**config.mk**
```make
export PLATFORM = sky130hd
export DESIGN_NAME = exe_mem_pipe
export DESIGN_NICKNAME = d
export VERILOG_FILES = /design/src/rtl/exe_mem_pipe.sv
export SDC_FILE = /design/constraint.sdc
export NUM_CORES = 1
export LEC_CHECK = 0
export ABC_AREA = 1
export CORE_ASPECT_RATIO = 1.75
export CORE_UTILIZATION = 44
export DETAILED_ROUTE_END_ITERATION = 7
export PLACE_DENSITY = 0.7
export SYNTH_ARGS = -nofsm -noshare
export SYNTH_HDL_FRONTEND = slang
export SYNTH_SLANG_ARGS = --single-unit
```
**constraint.sdc**
```tcl
create_clock -name clk -period 1.5 [get_ports clk]
set_input_delay 0.225 -clock clk [delete_from_list [all_inputs] [get_ports clk]]
set_output_delay 0.225 -clock clk [all_outputs]
set_load 0.02 [all_outputs]
```
**src/rtl/exe_mem_pipe.sv**
```systemverilog
// exe_mem_pipe: EXE->MEM pipeline register built as a two-entry skid buffer.
//
// Purpose: carries one execute-stage result (pc, instruction, destination
// index, memory/write-back control bits, store data, ALU result) into the
// memory stage.
// in_ready is a flop, so there is no combinational path from out_ready back
// upstream. Throughput is one payload per cycle and latency is one cycle.
//
// Ports:
//   clk, rst (sync, active-low), flush
//   in_valid / in_ready   : upstream handshake
//   out_valid / out_ready : downstream handshake
//   in_* / out_*          : payload fields (pc, instr, dst, mem_read,
//                           mem_write, wb_en, val_rm, alu_res)
//   fwd_valid, fwd_dst, fwd_data : forwarding taps, present only when the
//                           macro EXE_MEM_PIPE_FWD_EN is defined
//   dbg_state             : 2'b00 EMPTY, 2'b01 ONE, 2'b11 FULL
//
// Handshake: a payload moves on a cycle where valid and ready are both high
// at the rising edge. The sender holds valid and payload stable until that
// happens. The receiver's ready depends only on its own registered state.
module exe_mem_pipe #(
  parameter int WORD_WIDTH = 32,
  parameter int DST_WIDTH  = 4
) (
  input  logic                  clk,
  input  logic                  rst,
  input  logic                  flush,
  input  logic                  in_valid,
  output logic                  in_ready,
  output logic                  out_valid,
  input  logic                  out_ready,
  input  logic [WORD_WIDTH-1:0] in_pc,
  input  logic [WORD_WIDTH-1:0] in_instr,
  input  logic [DST_WIDTH-1:0]  in_dst,
  input  logic                  in_mem_read,
  input  logic                  in_mem_write,
  input  logic                  in_wb_en,
  input  logic [WORD_WIDTH-1:0] in_val_rm,
  input  logic [WORD_WIDTH-1:0] in_alu_res,
  output logic [WORD_WIDTH-1:0] out_pc,
  output logic [WORD_WIDTH-1:0] out_instr,
  output logic [DST_WIDTH-1:0]  out_dst,
  output logic                  out_mem_read,
  output logic                  out_mem_write,
  output logic                  out_wb_en,
  output logic [WORD_WIDTH-1:0] out_val_rm,
  output logic [WORD_WIDTH-1:0] out_alu_res,
`ifdef EXE_MEM_PIPE_FWD_EN
  output logic                  fwd_valid,
  output logic [DST_WIDTH-1:0]  fwd_dst,
  output logic [WORD_WIDTH-1:0] fwd_data,
`endif
  output logic [1:0]            dbg_state
);

  typedef struct packed {
    logic [WORD_WIDTH-1:0] pc;
    logic [WORD_WIDTH-1:0] instr;
    logic [DST_WIDTH-1:0]  dst;
    logic                  mem_read;
    logic                  mem_write;
    logic                  wb_en;
    logic [WORD_WIDTH-1:0] val_rm;
    logic [WORD_WIDTH-1:0] alu_res;
  } payload_t;

  typedef enum logic [1:0] {
    ST_EMPTY = 2'b00,
    ST_ONE   = 2'b01,
    ST_FULL  = 2'b11
  } state_t;

  payload_t main_q, main_d, skid_q, skid_d, in_pl;
  logic     main_valid_q, main_valid_d;
  logic     skid_valid_q, skid_valid_d;
  logic     in_ready_q, in_ready_d;
  logic     accept, pop;
  state_t   state;

  assign in_pl = '{pc: in_pc, instr: in_instr, dst: in_dst,
                   mem_read: in_mem_read, mem_write: in_mem_write,
                   wb_en: in_wb_en, val_rm: in_val_rm, alu_res: in_alu_res};

  // State register. Reset clears every payload bit so the outputs read 0.
  // in_ready stays low while reset is held.
  always_ff @(posedge clk) begin
    if (!rst) begin
      main_q       <= '0;
      skid_q       <= '0;
      main_valid_q <= 1'b0;
      skid_valid_q <= 1'b0;
      in_ready_q   <= 1'b0;
    end else begin
      main_q       <= main_d;
      skid_q       <= skid_d;
      main_valid_q <= main_valid_d;
      skid_valid_q <= skid_valid_d;
      in_ready_q   <= in_ready_d;
    end
  end

  // Next-state logic. The valid bits define the state:
  // EMPTY = neither valid, ONE = main valid, FULL = both valid.
  always_comb begin
    main_d       = main_q;
    skid_d       = skid_q;
    main_valid_d = main_valid_q;
    skid_valid_d = skid_valid_q;
    accept       = in_valid && in_ready_q;
    pop          = main_valid_q && out_ready;

    if (flush) begin
      // Payload registers keep their contents so the data outputs hold.
      main_valid_d = 1'b0;
      skid_valid_d = 1'b0;
    end else if (!main_valid_q) begin
      if (accept) begin
        main_d       = in_pl;
        main_valid_d = 1'b1;
      end
    end else if (!skid_valid_q) begin
      if (accept && pop) begin
        main_d = in_pl;
      end else if (accept) begin
        skid_d       = in_pl;
        skid_valid_d = 1'b1;
      end else if (pop) begin
        main_valid_d = 1'b0;
      end
    end else begin
      if (pop) begin
        main_d       = skid_q;
        skid_valid_d = 1'b0;
      end
    end

    // Ready next cycle exactly when the skid slot will be free.
    in_ready_d = !skid_valid_d;
  end

  // Output logic.
  always_comb begin
    if (skid_valid_q)      state = ST_FULL;
    else if (main_valid_q) state = ST_ONE;
    else                   state = ST_EMPTY;

    dbg_state     = state;
    in_ready      = in_ready_q;
    out_valid     = main_valid_q;
    out_pc        = main_q.pc;
    out_instr     = main_q.instr;
    out_dst       = main_q.dst;
    out_val_rm    = main_q.val_rm;
    out_alu_res   = main_q.alu_res;
    // A bubble must never start a memory access or a write-back.
    out_mem_read  = main_q.mem_read  && main_valid_q;
    out_mem_write = main_q.mem_write && main_valid_q;
    out_wb_en     = main_q.wb_en     && main_valid_q;
`ifdef EXE_MEM_PIPE_FWD_EN
    // Loads are excluded because their data only exists after memory.
    fwd_valid     = main_valid_q && main_q.wb_en && !main_q.mem_read;
    fwd_dst       = main_q.dst;
    fwd_data      = main_q.alu_res;
`endif
  end

endmodule

```
==> impl_metrics.csv <==
group,metric,value,unit
outcome,status,"finished, violations left",
outcome,violations,"setup timing",
critical_path,cp.required,1.93,ns
synthesis,yosysSeqAreaShare,38.98,%
timing,hold_viol_final,0,
synthesis,synth.avg_cell_area,6.367,µm²
grt,grt_pass1_wl,63180,µm
drt,num_vias,13620,
die,coreArea,0.03142,mm²
timing,rsz0062_at_grt,"true",
final_layout,stdcell_area,0.01831,mm²
clock_network,clock_latency,0.55,ns
synthesis,postSynthCellCount,2202,
final_layout,final_cells,2760,
clock_network,clkSlewWorstSetupHoldPaths,0.07,ns
die,rows,86,
timing,fmaxAchievable,594.8,MHz
job,cap_violations,0,
placed_design,placed_area,0.01657,mm²
timing,setup_viol_count_final,276,
timing,worst_pin_slew,0.5519,ns
grt,grt_max_degree,95,
critical_path,crit_path_start_kind,"flip-flop",
hold_path,min_from,"rst",
timing,period_minus_slack,1.681,ns
die,start_util,44.62,%
die,die_area,0.03261,mm²
final_layout,fillers,2967,
critical_path,rr_endpoint,"out_dst[3]",
power,leakagePower,9.167,nW
placed_design,globalplace.congestion,0.8075,
grt,antenna_found_initial,9,
critical_path,worst_setup_path_end_kind,"flip-flop",
die,die_h,238.1,µm
critical_path,worstPathArrival,2.11,ns
power,powerDensity,910.3,mW/mm²
final_layout,drive_gt1_share,8.747,%
clock_network,clockBufferDepth,3,
hold_path,min_to,"out_alu_res[21]",
final_layout,nets,2480,
grt,grt_use_total,24.11,%
drt,drcViolationCount,0,
timing,max_slew_margin,63.20,%
critical_path,worstPathMaxFanout,6,
final_layout,synthToLayoutAreaGrowth,30.58,%
clock_network,cts_buffers,27,
drt,vias_per_cell,4.935,
final_layout,utilization,58.27,%
timing,final.setup.worst_slack,-0.1813,ns
timing,finalCritPeriodShare,112.1,%
placed_design,dp_slack,-0.2627,ns
synthesis,ys_seq_elements,273,
drt,wirelength,43390,µm
power,vdd_drop_max,0.8131,mV
synthesis,ys_warn_count,0,
die,io_pins,279,
placed_design,post-dp-hpwl,24850,µm
clock_network,htree_levels,1,
synthesis,syn_nets,2342,
hold_path,hp-class,"primary input to flip-flop",
final_layout,final-seq-area,0.005473,mm²
timing,finalSetupTns,-29.47,ns
synthesis,synth_area,0.01402,mm²
final_layout,layout_common_cells,"nand2_1 (680), nor2_1 (514), dfxtp_1 (271), inv_1 (139), clkdlybuf4s50_1 (138)",
grt,globalRouteOverflowTotal,0,
clock_network,cts.sinks,273,
power,fin_total_pwr,16.67,mW
placed_design,io_buffers,278,
timing,slew_viol_final,0,
critical_path,r2r_setup_slack,-0.18,ns
clock_network,root_buffer,"clkbuf_16",
grt,first_global_vias,12571,
drt,detail_route.iter0.violations,856,
placed_design,placed_cells,2664,
die,die_w,136.9,µm
timing,finClkSkew,0.02400,ns
drt,final_antenna_net_count,0,
hold_path,hold_depth,3,
drt,wire_per_inst,15.72,µm
drt,first_pass_iters,5,
final_layout,multi_input_comb_area,0.006526,mm²
final_layout,layout_commonest_cell,"nand2_1",
timing,timing.hold.ws,0.1434,ns
critical_path,criticalPathCategory,"flip-flop to flip-flop",
synthesis,synth_cell_type_count,16,
critical_path,r2r-start,"out_valid",
critical_path,reg2reg_depth,10,
clock_network,cts_tree,"yes",
## registers in the layout, indices dropped and copies added (netlist names)
register      flops
out_val_rm       32
out_instr        32
out_valid         1
main_q            3
out_dst           4
skid_valid_q      1
skid_q          135
out_pc           32
out_alu_res      32
in_ready          1
## cells in the mapped netlist
cell type	count	area (µm²)
buf_4	142	1066
nor3_1	1	5.000
nand3_2	1	10.01
buf_1	21	78.83
nor2_2	2	12.51
clkbuf_1	53	198.9
dfxtp_1	273	5465
a211oi_1	1	7.510
a21oi_2	1	8.760
buf_2	63	315.3
inv_1	143	536.8
nor2_1	541	2031
nand3b_1	135	1013
nand3_1	138	690.7
nand2_1	685	2571
a21oi_1	2	10.01
## critical path, cell delays in order, from the launching register on
cell,delay (ns)
dfxtp_4,0.40
buf_4,0.14
buf_6,0.12
nand2_8,0.07
nand2_4,0.08
nand3_4,0.12
buf_12,0.17
buf_16,0.14
buf_4,0.16
nor2_1,0.10
nor2_1,0.06
## cell type report
type / count / area share, %
Clock buffer: 39 / 4.428
Multi-Input combinational cell: 1507 / 35.65
Timing Repair Buffer: 388 / 23.99
Inverter: 143 / 2.932
Tap cell: 396 / 2.706
Sequential cell: 273 / 29.89
Antenna cell: 9 / 0.1230
Clock inverter: 5 / 0.2870
## metal layers
layer / vias to the layer above / track usage [%] / wire length (µm)
li1: 6816 / - / -
met1: 6229 / 27.58 / 16780
met2: 468 / 42.62 / 21960
met3: 107 / 3.187 / 2508
met4: 0 / 12.99 / 2148
met5: - / 0 / 0
## cell families after synthesis
logic type / Yosys count / share of synthesized area [%]
flip-flops: 273 / 38.98
buffers and inverters: 422 / 15.66
AND/OR/NAND/NOR: 1503 / 45.17
AO/OA/AOI/OAI: 4 / 0.1874
## how the worst max path moves through the flow
stage	start	end	depth (start not counted)
after detailed placement	flush	skid_q[6]	8
after CTS	out_valid	out_val_rm[9]	9
after global routing	out_valid	skid_q[46]	10
after floorplan	in_ready	skid_q[100]	7
after global placement	in_valid	out_alu_res[8]	8
final	out_valid	out_dst[3]	10
## report_power, final
part | total, mW | switching, mW | leakage (nW) | internal [mW]
clock network | 6.77 | 2.89 | 0.427 | 3.88
logic | 2.30 | 1.23 | 6.52 | 1.07
registers | 7.60 | 0.125 | 2.22 | 7.48
## timing repair
item                                    CTS  global route
endpoints found under the setup margin  148           287
pin swaps                                17             6
cloned                                    3            20
resized for setup                       236            29
hold buffers                              0             0
setup buffers                            12             8
(Power assumes the default switching activity.)
